<file path="src/rtl/fprti_issue_if.sv">
`default_nettype none
// ============================================================================
// Module   : fprti_issue_if
// Brief    : Bus bundle between the CPU/intersection side and fprti_issue.
//            master = environment (CPU + intersection unit), slave = issuer.
// Revision : 1.0 - initial release
// ============================================================================
interface fprti_issue_if #(
   parameter int NUM_FPRTI_REGS = 16
);
   localparam int c_ADDR_W = (NUM_FPRTI_REGS > 1) ? $clog2(NUM_FPRTI_REGS) : 1;

   // CPU operand writes and launch
   logic                wr_en_i;
   logic [c_ADDR_W-1:0] wr_addr_i;
   logic [31:0]         wr_data_i;
   logic                start_i;
   // Intersection unit handshake
   logic [31:0]         fprti_regs_o [NUM_FPRTI_REGS];
   logic                input_valid_o;
   logic [31:0]         return_i;
   logic                output_valid_i;
   // Status
   logic                busy_o;
   logic                done_o;
   logic [31:0]         result_o;
   logic                timeout_o;
   logic                wr_reject_o;

   modport master (
      output wr_en_i, wr_addr_i, wr_data_i, start_i, return_i, output_valid_i,
      input  fprti_regs_o, input_valid_o, busy_o, done_o, result_o, timeout_o,
             wr_reject_o
   );

   modport slave (
      input  wr_en_i, wr_addr_i, wr_data_i, start_i, return_i, output_valid_i,
      output fprti_regs_o, input_valid_o, busy_o, done_o, result_o, timeout_o,
             wr_reject_o
   );
endinterface
`default_nettype wire

</file>
<file path="src/rtl/fprti_issue.sv">
`default_nettype none
// ============================================================================
// Module   : fprti_issue
// Brief    : Holds FP32 operands for the ray/triangle intersection unit,
//            issues one request on start, waits for the result with a
//            bounded timeout (qNaN on abort) and reports completion.
// Revision : 1.0 - initial release
// ============================================================================
module fprti_issue #(
   parameter int NUM_FPRTI_REGS = 16,
   parameter int TIMEOUT_CYCLES = 256
) (
   input  wire              clk,
   input  wire              rst_n,
   fprti_issue_if.slave     bus
);
   localparam int          c_ADDR_W = (NUM_FPRTI_REGS > 1) ? $clog2(NUM_FPRTI_REGS) : 1;
   localparam logic [15:0] c_TERM   = 16'(TIMEOUT_CYCLES - 1);
   localparam logic [31:0] c_QNAN   = 32'h7FC0_0000;

   typedef enum logic [1:0] {
      S_IDLE  = 2'd0,
      S_ISSUE = 2'd1,
      S_WAIT  = 2'd2,
      S_DONE  = 2'd3
   } state_t;

   state_t      r_state;
   logic [15:0] r_cnt;
   logic [31:0] r_result;
   logic        r_input_valid;
   logic        r_busy;
   logic        r_done;
   logic        r_timeout;
   logic        r_wr_reject;
   logic [31:0] r_regs [NUM_FPRTI_REGS];
   logic        w_addr_ok;

   // Indices past the last register only exist when the count is not a power of two
   if ((2 ** c_ADDR_W) == NUM_FPRTI_REGS) begin : g_addr_full
      assign w_addr_ok = 1'b1;
   end else begin : g_addr_chk
      assign w_addr_ok = (32'(bus.wr_addr_i) < NUM_FPRTI_REGS);
   end

   // Sequencer: all handshake/status outputs are registered alongside the state
   always_ff @(posedge clk or negedge rst_n) begin
      if (!rst_n) begin
         r_state       <= S_IDLE;
         r_cnt         <= 16'd0;
         r_result      <= 32'd0;
         r_input_valid <= 1'b0;
         r_busy        <= 1'b0;
         r_done        <= 1'b0;
         r_timeout     <= 1'b0;
      end else begin
         r_input_valid <= 1'b0;
         r_done        <= 1'b0;
         case (r_state)
            S_IDLE: begin
               if (bus.start_i) begin
                  r_state       <= S_ISSUE;
                  r_input_valid <= 1'b1;
                  r_busy        <= 1'b1;
                  r_timeout     <= 1'b0;
               end
            end
            S_ISSUE: begin
               // Result strobes are not yet meaningful here; counter starts fresh
               r_state <= S_WAIT;
               r_cnt   <= 16'd0;
            end
            S_WAIT: begin
               // A result arriving on the terminal count beats the timeout
               if (bus.output_valid_i) begin
                  r_result <= bus.return_i;
                  r_state  <= S_DONE;
                  r_busy   <= 1'b0;
                  r_done   <= 1'b1;
               end else if (r_cnt == c_TERM) begin
                  r_result  <= c_QNAN;
                  r_timeout <= 1'b1;
                  r_state   <= S_DONE;
                  r_busy    <= 1'b0;
                  r_done    <= 1'b1;
               end else begin
                  r_cnt <= r_cnt + 16'd1;
               end
            end
            S_DONE: begin
               r_state <= S_IDLE;
            end
            default: begin
               r_state <= S_IDLE;
               r_busy  <= 1'b0;
            end
         endcase
      end
   end

   // Operand file: writes land when idle/done, are dropped with a pulse when busy
   always_ff @(posedge clk or negedge rst_n) begin
      if (!rst_n) begin
         r_wr_reject <= 1'b0;
         for (int i = 0; i < NUM_FPRTI_REGS; i++) begin
            r_regs[i] <= 32'd0;
         end
      end else begin
         r_wr_reject <= 1'b0;
         if (bus.wr_en_i && w_addr_ok) begin
            if (r_busy) begin
               r_wr_reject <= 1'b1;
            end else begin
               r_regs[bus.wr_addr_i] <= bus.wr_data_i;
            end
         end
      end
   end

   for (genvar g = 0; g < NUM_FPRTI_REGS; g++) begin : g_regs_out
      assign bus.fprti_regs_o[g] = r_regs[g];
   end

   assign bus.input_valid_o = r_input_valid;
   assign bus.busy_o        = r_busy;
   assign bus.done_o        = r_done;
   assign bus.result_o      = r_result;
   assign bus.timeout_o     = r_timeout;
   assign bus.wr_reject_o   = r_wr_reject;

endmodule
`default_nettype wire

</file>
<file path="src/flat_wrapper.sv">
// flat-port wrapper written by rule: the top's interface ports become plain ports
module fprti_issue_flat 
#(
   parameter int NUM_FPRTI_REGS = 16,
   parameter int TIMEOUT_CYCLES = 256
)
  (clk, rst_n, bus_wr_en_i, bus_wr_addr_i, bus_wr_data_i, bus_start_i, bus_return_i, bus_output_valid_i, bus_fprti_regs_o, bus_input_valid_o, bus_busy_o, bus_done_o, bus_result_o, bus_timeout_o, bus_wr_reject_o);
  fprti_issue_if #(.NUM_FPRTI_REGS(NUM_FPRTI_REGS)) bus_i ();
  input  wire clk;
  input  wire rst_n;
  input wire logic [$bits(bus_i.wr_en_i)-1:0] bus_wr_en_i;
  input wire logic [$bits(bus_i.wr_addr_i)-1:0] bus_wr_addr_i;
  input wire logic [$bits(bus_i.wr_data_i)-1:0] bus_wr_data_i;
  input wire logic [$bits(bus_i.start_i)-1:0] bus_start_i;
  input wire logic [$bits(bus_i.return_i)-1:0] bus_return_i;
  input wire logic [$bits(bus_i.output_valid_i)-1:0] bus_output_valid_i;
  output wire logic [$bits(bus_i.fprti_regs_o)-1:0] bus_fprti_regs_o;
  output wire logic [$bits(bus_i.input_valid_o)-1:0] bus_input_valid_o;
  output wire logic [$bits(bus_i.busy_o)-1:0] bus_busy_o;
  output wire logic [$bits(bus_i.done_o)-1:0] bus_done_o;
  output wire logic [$bits(bus_i.result_o)-1:0] bus_result_o;
  output wire logic [$bits(bus_i.timeout_o)-1:0] bus_timeout_o;
  output wire logic [$bits(bus_i.wr_reject_o)-1:0] bus_wr_reject_o;
  assign bus_i.wr_en_i = bus_wr_en_i;
  assign bus_i.wr_addr_i = bus_wr_addr_i;
  assign bus_i.wr_data_i = bus_wr_data_i;
  assign bus_i.start_i = bus_start_i;
  assign bus_i.return_i = bus_return_i;
  assign bus_i.output_valid_i = bus_output_valid_i;
  assign bus_fprti_regs_o = {>>{bus_i.fprti_regs_o}};
  assign bus_input_valid_o = bus_i.input_valid_o;
  assign bus_busy_o = bus_i.busy_o;
  assign bus_done_o = bus_i.done_o;
  assign bus_result_o = bus_i.result_o;
  assign bus_timeout_o = bus_i.timeout_o;
  assign bus_wr_reject_o = bus_i.wr_reject_o;
  fprti_issue #(.NUM_FPRTI_REGS(NUM_FPRTI_REGS), .TIMEOUT_CYCLES(TIMEOUT_CYCLES)) u_core (.clk(clk), .rst_n(rst_n), .bus(bus_i));
endmodule
</file>
<file path="config.mk">
export PLATFORM = sky130hd
export DESIGN_NAME = fprti_issue_flat
export DESIGN_NICKNAME = d
export VERILOG_FILES = /design/src/rtl/fprti_issue_if.sv /design/src/rtl/fprti_issue.sv /design/src/flat_wrapper.sv
export SDC_FILE = /design/constraint.sdc
export NUM_CORES = 1
export LEC_CHECK = 0
export CORE_AREA = 2 2 242 244
export DETAILED_ROUTE_END_ITERATION = 10
export DIE_AREA = 0 0 244 246
export PLACE_DENSITY = 0.66
export SLEW_MARGIN = 25
export SYNTH_ARGS = -nofsm -noshare
export SYNTH_HDL_FRONTEND = slang
export SYNTH_SLANG_ARGS = --single-unit
</file>
<file path="constraint.sdc">
create_clock -name clk -period 3.16 [get_ports clk]
set_clock_uncertainty 0.2 [all_clocks]
set_input_delay 0.474 -clock clk [delete_from_list [all_inputs] [get_ports clk]]
set_output_delay 0.474 -clock clk [all_outputs]
set_load 0.02 [all_outputs]
</file>
# Word-level counts from Yosys, hierarchy flattened
# Index checks and enable logic that the tools add are counted.
dict set report word_totals {
  regBits 567
  inputBits 73
  word_cells 76
}
dict set report op_classes {
  n_addsub 1
  order_cmp 2
  n_eq_ne 9
  n_mux 27
  n_bitwise 2
  n_reduce_logical 11
}
# op count
set op_table {}
lappend op_table {{512-bit bitwise mux} 1}
lappend op_table {{32-bit demux with 4-bit select} 1}
lappend op_table {{32-bit two-way mux} 3}
lappend op_table {{16-bit two-way mux} 2}
lappend op_table {{16-bit case mux with 2 select lines} 1}
lappend op_table {{16-bit by 1-bit adder with 16-bit output (second input constant)} 1}
lappend op_table {{16-bit by 8-bit == test with 1-bit output (second input constant)} 1}
lappend op_table {{1-bit two-way mux} 13}
lappend op_table {{2-bit case mux with 4 select lines} 1}
lappend op_table {{2-bit two-way mux} 3}
lappend op_table {{2-bit != test (second input constant)} 3}
lappend op_table {{2-bit AND reduction} 3}
lappend op_table {{3-bit AND reduction} 2}
lappend op_table {{2-bit nonzero test} 3}
lappend op_table {{5-bit greater-or-equal comparator (second input constant)} 1}
lappend op_table {{5-bit by 1-bit less-than comparator with 1-bit output (second input constant)} 1}
lappend op_table {{4-bit NOT with 5-bit output} 1}
lappend op_table {{2-bit == test (second input constant)} 2}
lappend op_table {{1-bit case mux with 2 select lines} 2}
lappend op_table {{4-bit AND reduction} 1}
lappend op_table {{3-bit by 2-bit != test with 1-bit output (second input constant)} 1}
lappend op_table {{2-bit by 1-bit == test with 1-bit output (second input constant)} 1}
lappend op_table {{2-bit logical NOT} 1}
lappend op_table {{2-bit by 1-bit != test with 1-bit output (second input constant)} 1}
lappend op_table {{other kinds (2)} 2}

# Depth between registers and ports, before layout
# Gate-level depths: netlist of run 1.
dict set report logic_depth {
  ltp_word 6
  mapped_depth 9
  ltp_nobuf 6
}

# Worst setup path after synthesis of run 1
# OpenSTA, ideal clock, no wires.
dict set report synth_timing {
  path_kind {register to register}
  start {register u_core.r_cnt[11]}
  end {register u_core.r_state[1]}
  setup_ns 0.125
  t_arrival_ns 1.994
  path_slack_ns 0.841
  path_stages_with_launch 6
  cell_sequence {dfrtp_1 buf_6 or4_4 or4_4 a21boi_2 mux2_2}
}
dict set report synth_between {
  elab_chain_len 3
}
# element line_no
set synth_rtl {}
lappend synth_rtl {{start: declaration} fprti_issue.sv:29} ;# logic [15:0] r_cnt;
lappend synth_rtl {{start signal: assignment} fprti_issue.sv:87} ;# r_cnt <= r_cnt + 16'd1;
lappend synth_rtl {{16-bit by 8-bit == test with 1-bit output} fprti_issue.sv:80} ;# end else if (r_cnt == c_TERM) begin
lappend synth_rtl {{3-bit by 2-bit != test with 1-bit output (no source line)} --}
lappend synth_rtl {{2-bit AND reduction (no source line)} --}
lappend synth_rtl {{end signal: assignment} fprti_issue.sv:77} ;# r_state <= S_DONE;
lappend synth_rtl {{end signal: assignment} fprti_issue.sv:83} ;# r_state <= S_DONE;
lappend synth_rtl {{end signal: assignment} fprti_issue.sv:91} ;# r_state <= S_IDLE;
lappend synth_rtl {{end: declaration} fprti_issue.sv:28} ;# state_t r_state;
# Every way passes these cells.
# A chain may end at the register's enable or synchronous reset.

# Worst setup path after layout of run 1
dict set report layout_timing {
  start {register u_core.r_busy (netlist: u_core.bus.busy_o)}
  end {output port bus_busy_o}
}
# element line_no
set layout_lines {}
lappend layout_lines {{start: declaration} fprti_issue.sv:32} ;# logic r_busy;
lappend layout_lines {{start signal: assignment} fprti_issue.sv:53} ;# r_busy <= 1'b0;
lappend layout_lines {{start signal: assignment} fprti_issue.sv:64} ;# r_busy <= 1'b1;
lappend layout_lines {{start signal: assignment} fprti_issue.sv:78} ;# r_busy <= 1'b0;
lappend layout_lines {{end: declaration} flat_wrapper.sv:19} ;# output wire logic [$bits(bus_i.busy_o)-1:0] bus_busy_o;
# No word-level cell between the ends.

==> out/metrics.cfg, run 1 <==
[cts]
clock_sinks=567
cts_max_level=2
worstSkewPairLatency_ns=0.61
clk_path_buf_depth=3
clk_pin_slew_worst_paths_ns=0.06
cts_resized=0
clockRootBuffer=clkbuf_16
hold_buffers=1
cts_buffers=60
cts_tree=yes
post-cts-setup-buffers=0

[synth]
synthFlopType=dfrtp_1
ys_seq_area_frac=0.657
syn-cell-area_mm2=0.0216
synth_edf_count=0
synth_cells=1358
ys_ff_latch=567
yosys.area.top_type=dfrtp_1
synth-async-reset-ratio=1.00
synth_cell_types=50
yosys_warnings=0
syn_nets=1435
ys_top_cells_by_area=dfrtp_1, mux2_2, a22o_1
syn_area_per_cell_um2=15.9
synth_top_area_share=0.657

[floorplanning]
initial_utilization=0.376
core_area_mm2=0.0574
num_rows=88
fp.dieW_um=244
num_io_pins=622
die_area_mm2=0.0600
die_h_um=246

[setup_path]
start_kind=flop
crit_required_ns=2.49
crit_fanout=5
reg2reg_from=u_core.r_cnt[11]
path_class=reg2out
crit_path_end_kind=output port
reg2reg_to=u_core.bus.result_o[29]
reg2reg_slack_ns=0.61
rr_worst_depth=5
arrival_ns=1.94

[route]
antenna_left=0
vias_per_cell=5.03
via_count=14100
wl_per_cell_um=24.0
met3RoutedLength_um=4470
m1WireLength_um=27300
maxUsedRoutingLayer=met4
drt_pass1_iterations=4
wirelength_um=67300
drtIter0Drc=521
post-route-drc-count=0
route.met2.wl_um=32900

[grt]
grt_max_degree=94
antenna_found_initial=1
grt_pass1_vias=14900
grt_use_total=0.222
grt_pass1_wl_um=99600
gr-total-overflow=0

[place]
dp_hpwl_um=48100
io_buffers=621
pre_cts_slack_ns=0.277
routabilityCongestion=0.800

[power]
clkPwrFrac=0.207
irDropWorstVdd_v=0.000628
p_int_uw=21900
p_sw_uw=11900
leakage_uw=0.0137
p_comb_frac=0.437
swShare=0.352
power_density_mw_per_mm2=1090
seqPwrFrac=0.356

[layout]
diodes=0
nNetsFinal=2067
drive_above_1_share=0.330
area_delta_synth_final_pct=43.2

[timing]
worst_slack_ns=0.544
rsz0062_at_grt=no
hold_viol_final=0
period_share=0.828
slew_violations=0
timing.slew.headroom=0.343
fin_crit_ns=2.62
fin_setup_tns_ns=0
setup_viol=0
worst_slew_pin_slew_ns=0.982
max_freq_mhz=382

[run]
maxCapViolations=0

[status]
outcome=finished clean

[hold_path]
hold_path_class=in2async

[cell type report]
| cell class | instances | area [um^2] |
|---|---|---|
| Clock buffer | 91 | 1820 |
| Clock inverter | 17 | 158 |
| Fill cell | 4725 | 26400 |
| Inverter | 12 | 45.0 |
| Multi-Input combinational cell | 680 | 6990 |
| Sequential cell | 567 | 14200 |
| Tap cell | 765 | 957 |
| Timing Repair Buffer | 669 | 6760 |
[cell usage in the layout (no fill, tap or decap), types with 5 or more instances in the layout]
master	count
nor2_1	11
o311ai_0	7
clkinv_2	11
a31oi_1	5
buf_4	33
clkbuf_16	60
nand2_2	9
clkbuf_8	20
o22a_1	10
mux2_2	502
nand3_1	5
a21oi_1	5
clkdlybuf4s50_1	620
nand2_1	19
mux2_1	11
dfrtp_1	567
buf_12	14
inv_1	11
nand4_1	6
a22o_1	24
clkbuf_1	11
and3_1	5
[state kept, by name, summed over array words and instances (netlist names)]
signal                    flops
u_core.r_cnt                 16
u_core.bus.busy_o             1
u_core.bus.wr_reject_o        1
u_core.bus.input_valid_o      1
u_core.r_state                2
u_core.bus.result_o          32
u_core.bus.fprti_regs_o     512
u_core.bus.timeout_o          1
u_core.bus.done_o             1
[how the worst max path moves through the flow]
| stage | startpoint | to | slack [ns] | depth (start not counted) |
|---|---|---|---|---|
| after detailed placement | bus_wr_en_i | u_core.bus.fprti_regs_o[61] | 0.28 | 6 |
| after global placement | bus_wr_en_i | u_core.bus.fprti_regs_o[117] | 0.25 | 6 |
| after global routing | u_core.r_cnt[11] | u_core.bus.result_o[29] | 0.47 | 5 |
| after CTS | u_core.bus.busy_o | bus_busy_o | 0.52 | 2 |
| after floorplan | u_core.r_cnt[11] | u_core.r_state[1] | 0.84 | 5 |
| final | u_core.bus.busy_o | bus_busy_o | 0.54 | 2 |
[power by group through the flow]
stage | clock network (uW) | logic [uW] | registers, uW
finish | 6980 | 14700 | 12000
global route | 7440 | 15400 | 12400
CTS | 7150 | 14900 | 12000
detailed placement | 0 | 14900 | 12100
global placement | 0 | 14700 | 12000
floorplan | 0 | 3140 | 15700
[metal layers]
metal  GRT usage  vias to the layer above
li1            -                     6134
met1       0.272                     7337
met2       0.374                      495
met3      0.0596                      131
met4      0.0863                        0
met5           0                        -
[synthesized netlist by cell type (all sizes together), types with 2 or more instances]
cell type  count
a311o          3
nor2b          3
o22ai          2
or4            7
o21ai          2
nand4          6
o211ai         3
nand4b         2
nand2b         2
buf           50
a21oi          5
nor3b          2
clkbuf        49
nor4           4
o311ai         7
and3           8
or3            2
nor2          12
a31oi          5
nand3b         2
o22a          10
nand2         28
dfrtp        567
ha             4
xnor2          2
nor4b          2
mux2         513
nand3          5
a22o          24
inv           12
nor3           3
[metrics by stage]
stage / total power (uW) / utilization / hold WS [ns] / instances / instance area, um^2
floorplan: 18800 / - / -0.0216 / 1358 / 21600
global placement: 26700 / 0.504 / 0.270 / 2692 / 28900
detailed placement: 27000 / 0.504 / 0.275 / 2692 / 28900
CTS: 34100 / 0.539 / 0.212 / 2801 / 30900
global route: 35200 / 0.539 / 0.240 / 2801 / 30900
finish: 33800 / 0.539 / 0.252 / 2801 / 30900
[worst max-delay path: stages, from the launching register on]
cell and delay (ns):
dfrtp_1 0.46, buf_4 0.22, clkdlybuf4s50_1 0.65
[cell families (layout without fill, tap and decap cells)]
kind of cell / Yosys count / in the layout / share of synthesized area
xor+xnor: 3 / 3 / 0.00122
flops: 567 / 567 / 0.657
mux: 513 / 513 / 0.268
compound gates: 68 / 68 / 0.0262
buf+inv: 111 / 789 / 0.0212
simple gates: 92 / 92 / 0.0245
fa+ha+maj: 4 / 4 / 0.00232
Power figures use the tool's default switching activity.
==> run 2: changes to the inputs <==
- CORE_AREA: 2 2 242 244 -> 2 2 241 243
- DIE_AREA: 0 0 244 246 -> 0 0 243 245
- PLACE_DENSITY: 0.66 -> 0.69
- clock period: 3.16 -> 2.1 ns (I/O delays scaled with it)
==> run 2 against run 1 <==
Compared with the run above: the flow now finishes with violations (negative setup slack); first-iteration DRC count grew 51%; global-route usage up 2.5 points; die area shrank 0.81%; clock power is 50% higher; worst hold slack got worse by 0.19 ns; register-to-register slack got worse by 0.82 ns; routed wire length rose by 18%; final cell count rose by 4.9%; non-clock buffer count is 146 higher.
==> out/metrics.cfg, run 2 (same netlist as run 1, synthesis figures left out) <==
[status]
outcome=complete, but fails checks  ; was finished clean
failed_checks=negative setup slack

[layout]
largest_reg_flops=512  ; unchanged
final_common_cell=dfrtp_1  ; was clkdlybuf4s50_1
area_delta_synth_final_pct=58.2  ; was 43.2%
drive_above_1_share=0.383  ; was 0.330
fillCellCount=4381  ; was 4725
nNetsFinal=2212  ; was 2067
mostFrequentLayoutCells=dfrtp_1, dlygate4sd2_1, mux2_2  ; was clkdlybuf4s50_1, dfrtp_1, mux2_2
postLayoutCellArea_mm2=0.0342  ; was 0.0309 mm^2
diodes=0  ; unchanged

[floorplanning]
initial_utilization=0.379  ; was 0.376
num_io_pins=622  ; unchanged
die_h_um=245  ; was 246 um
num_rows=88  ; unchanged
fp.dieW_um=243  ; was 244 um
core_area_mm2=0.0570  ; was 0.0574 mm^2
die_area_mm2=0.0595  ; was 0.0600 mm^2

[power]
irDropWorstVdd_v=0.00102  ; was 0.000628 V
clkPwrFrac=0.209  ; was 0.207
leakage_uw=0.0187  ; was 0.0137 uW
p_sw_uw=18300  ; was 11900 uW
p_comb_frac=0.429  ; was 0.437
p_int_uw=31800  ; was 21900 uW
power_density_mw_per_mm2=1470  ; was 1090 mW/mm^2
seqPwrFrac=0.362  ; was 0.356
swShare=0.365  ; was 0.352

[setup_path]
start_kind=flop  ; unchanged
arrival_ns=2.61  ; was 1.94 ns
crit_required_ns=2.40  ; was 2.49 ns
crit_fanout=6  ; was 5
crit_path_end_kind=flop  ; was output port
rr_worst_depth=7  ; was 5
path_class=reg2reg  ; was reg2out
reg2reg_from=u_core.bus.busy_o  ; was u_core.r_cnt[11]
reg2reg_to=u_core.bus.fprti_regs_o[271]  ; was u_core.bus.result_o[29]
reg2reg_slack_ns=-0.21  ; was 0.61 ns

[route]
drtIter0Drc=787  ; was 521
via_count=15100  ; was 14.1k
post-route-drc-count=0  ; unchanged
antenna_left=0  ; unchanged
wirelength_um=79200  ; was 67300 um
drt_pass1_iterations=5  ; was 4
wl_per_cell_um=27.0  ; was 24.0 um
vias_per_cell=5.15  ; was 5.03

[timing]
setup_viol=320  ; was 0
rsz0062_at_grt=yes  ; was no
period_share=1.10
worst_slack_ns=-0.205  ; was 0.544 ns
hold_viol_final=0  ; unchanged
max_freq_mhz=434
slew_violations=0  ; unchanged
fin_crit_ns=2.31
timing.slew.headroom=0.508  ; was 0.343
worst_slew_pin_slew_ns=0.736  ; was 0.982 ns
holdWs_ns=0.0599  ; was 0.252 ns

[place]
io_buffers=621  ; unchanged
pre_cts_slack_ns=-0.365  ; was 0.277 ns
dp_hpwl_um=48400  ; was 48100 um
placed_area_mm2=0.0298  ; was 0.0289 mm^2
routabilityCongestion=0.795  ; was 0.800

[cts]
clk_pin_slew_worst_paths_ns=0.06  ; about the same
clk_path_buf_depth=3  ; unchanged
clockRootBuffer=clkbuf_16  ; unchanged
cts_max_level=2  ; unchanged
cts_buffers=58  ; was 60
worstSkewPairLatency_ns=0.60  ; was 0.61 ns
cts_tree=yes  ; unchanged
clock_sinks=567  ; unchanged

[grt]
grt_pass1_wl_um=109000  ; was 99600 um
grt_use_total=0.246  ; was 0.222
grt_pass1_vias=16100  ; was 14.9k
antenna_found_initial=0  ; was 1
grt_max_degree=65  ; was 94
gr-total-overflow=0  ; unchanged

[run]
maxCapViolations=0  ; unchanged

[hold_path]
hold_path_class=in2async  ; unchanged

## run 2: cell count changes in the layout (fill, tap and decap cells not counted), sizes merged
cell	change
clkdlybuf4s50	-548
dlygate4sd2	+369
dlymetal6s2s	+178
buf	+131
bufinv	+4
clkbuf	+2
clkinv	+2
inv	-2
clkdlybuf4s15	+1
clkinvlp	+1
## run 2: what timing repair did
action / in CTS / in global routing
buffers inserted: 19 / 13
gates cloned: 23 / 20
setup endpoints to repair: 947 / 708
hold endpoints to repair: 567 / 0
gates resized for setup: 575 / 298
pin swaps: 18 / 19
hold buffers: 1 / 0
## run 2: cell type report
type | instances | area (um^2) | area share
Tap cell | 765 | 957 | 0.0280
Sequential cell | 567 | 14200 | 0.415
Clock inverter | 21 | 288 | 0.00842
Timing Repair Buffer | 815 | 9080 | 0.266
Inverter | 12 | 57.6 | 0.00168
Clock buffer | 78 | 1630 | 0.0476
Timing Repair inverter | 1 | 16.3 | 0.000476
Multi-Input combinational cell | 680 | 7940 | 0.232
## run 2: worst max-delay path, stage by stage (launching register included)
cell and delay, ns:
dfrtp_2 0.49, nand4b_1 0.25, buf_4 0.19, buf_6 0.12, nor3b_4 0.28, buf_12 0.19, clkbuf_16 0.18, mux2_4 0.30
## run 2: worst max path at each step
stage	start	endpoint	slack, ns	cells past startpoint
floorplan	u_core.r_cnt[11]	u_core.r_state[1]	-0.22	5
global placement	bus_wr_addr_i[1]	u_core.bus.fprti_regs_o[364]	-0.29	7
detailed placement	bus_wr_addr_i[1]	u_core.bus.fprti_regs_o[368]	-0.36	7
CTS	u_core.r_cnt[12]	u_core.r_state[1]	-0.21	4
global route	u_core.r_cnt[12]	u_core.bus.result_o[17]	-0.26	6
finish	u_core.bus.busy_o	u_core.bus.fprti_regs_o[271]	-0.21	7
## run 2: power groups by stage
stage                     Clock (uW)  Combinational (uW)  Sequential, uW
after CTS                      10600               21400           18100
after global routing           11100               22500           18600
after detailed placement           0               22600           18300
after floorplan                    0                4730           23600
final                          10500               21500           18100
after global placement             0               22300           18000
## run 2: per-layer routing
layer	global-route usage	part of all wire
met3	0.0702	0.070
met4	0.0938	0.039
met1	0.302	0.40
met5	0	0
met2	0.414	0.49
## run 2: per-stage QoR
stage,TNS [ns],std cells,util,power [uW]
2_1_floorplan,-4.38,1358,-,28300
3_3_place_gp,-113.17,2773,0.522,40400
3_5_place_dp,-139.39,2773,0.522,40900
4_1_cts,-34.34,2914,0.575,50100
5_1_grt,-43.01,2939,0.599,52200
6_report,-26.78,2939,0.599,50200
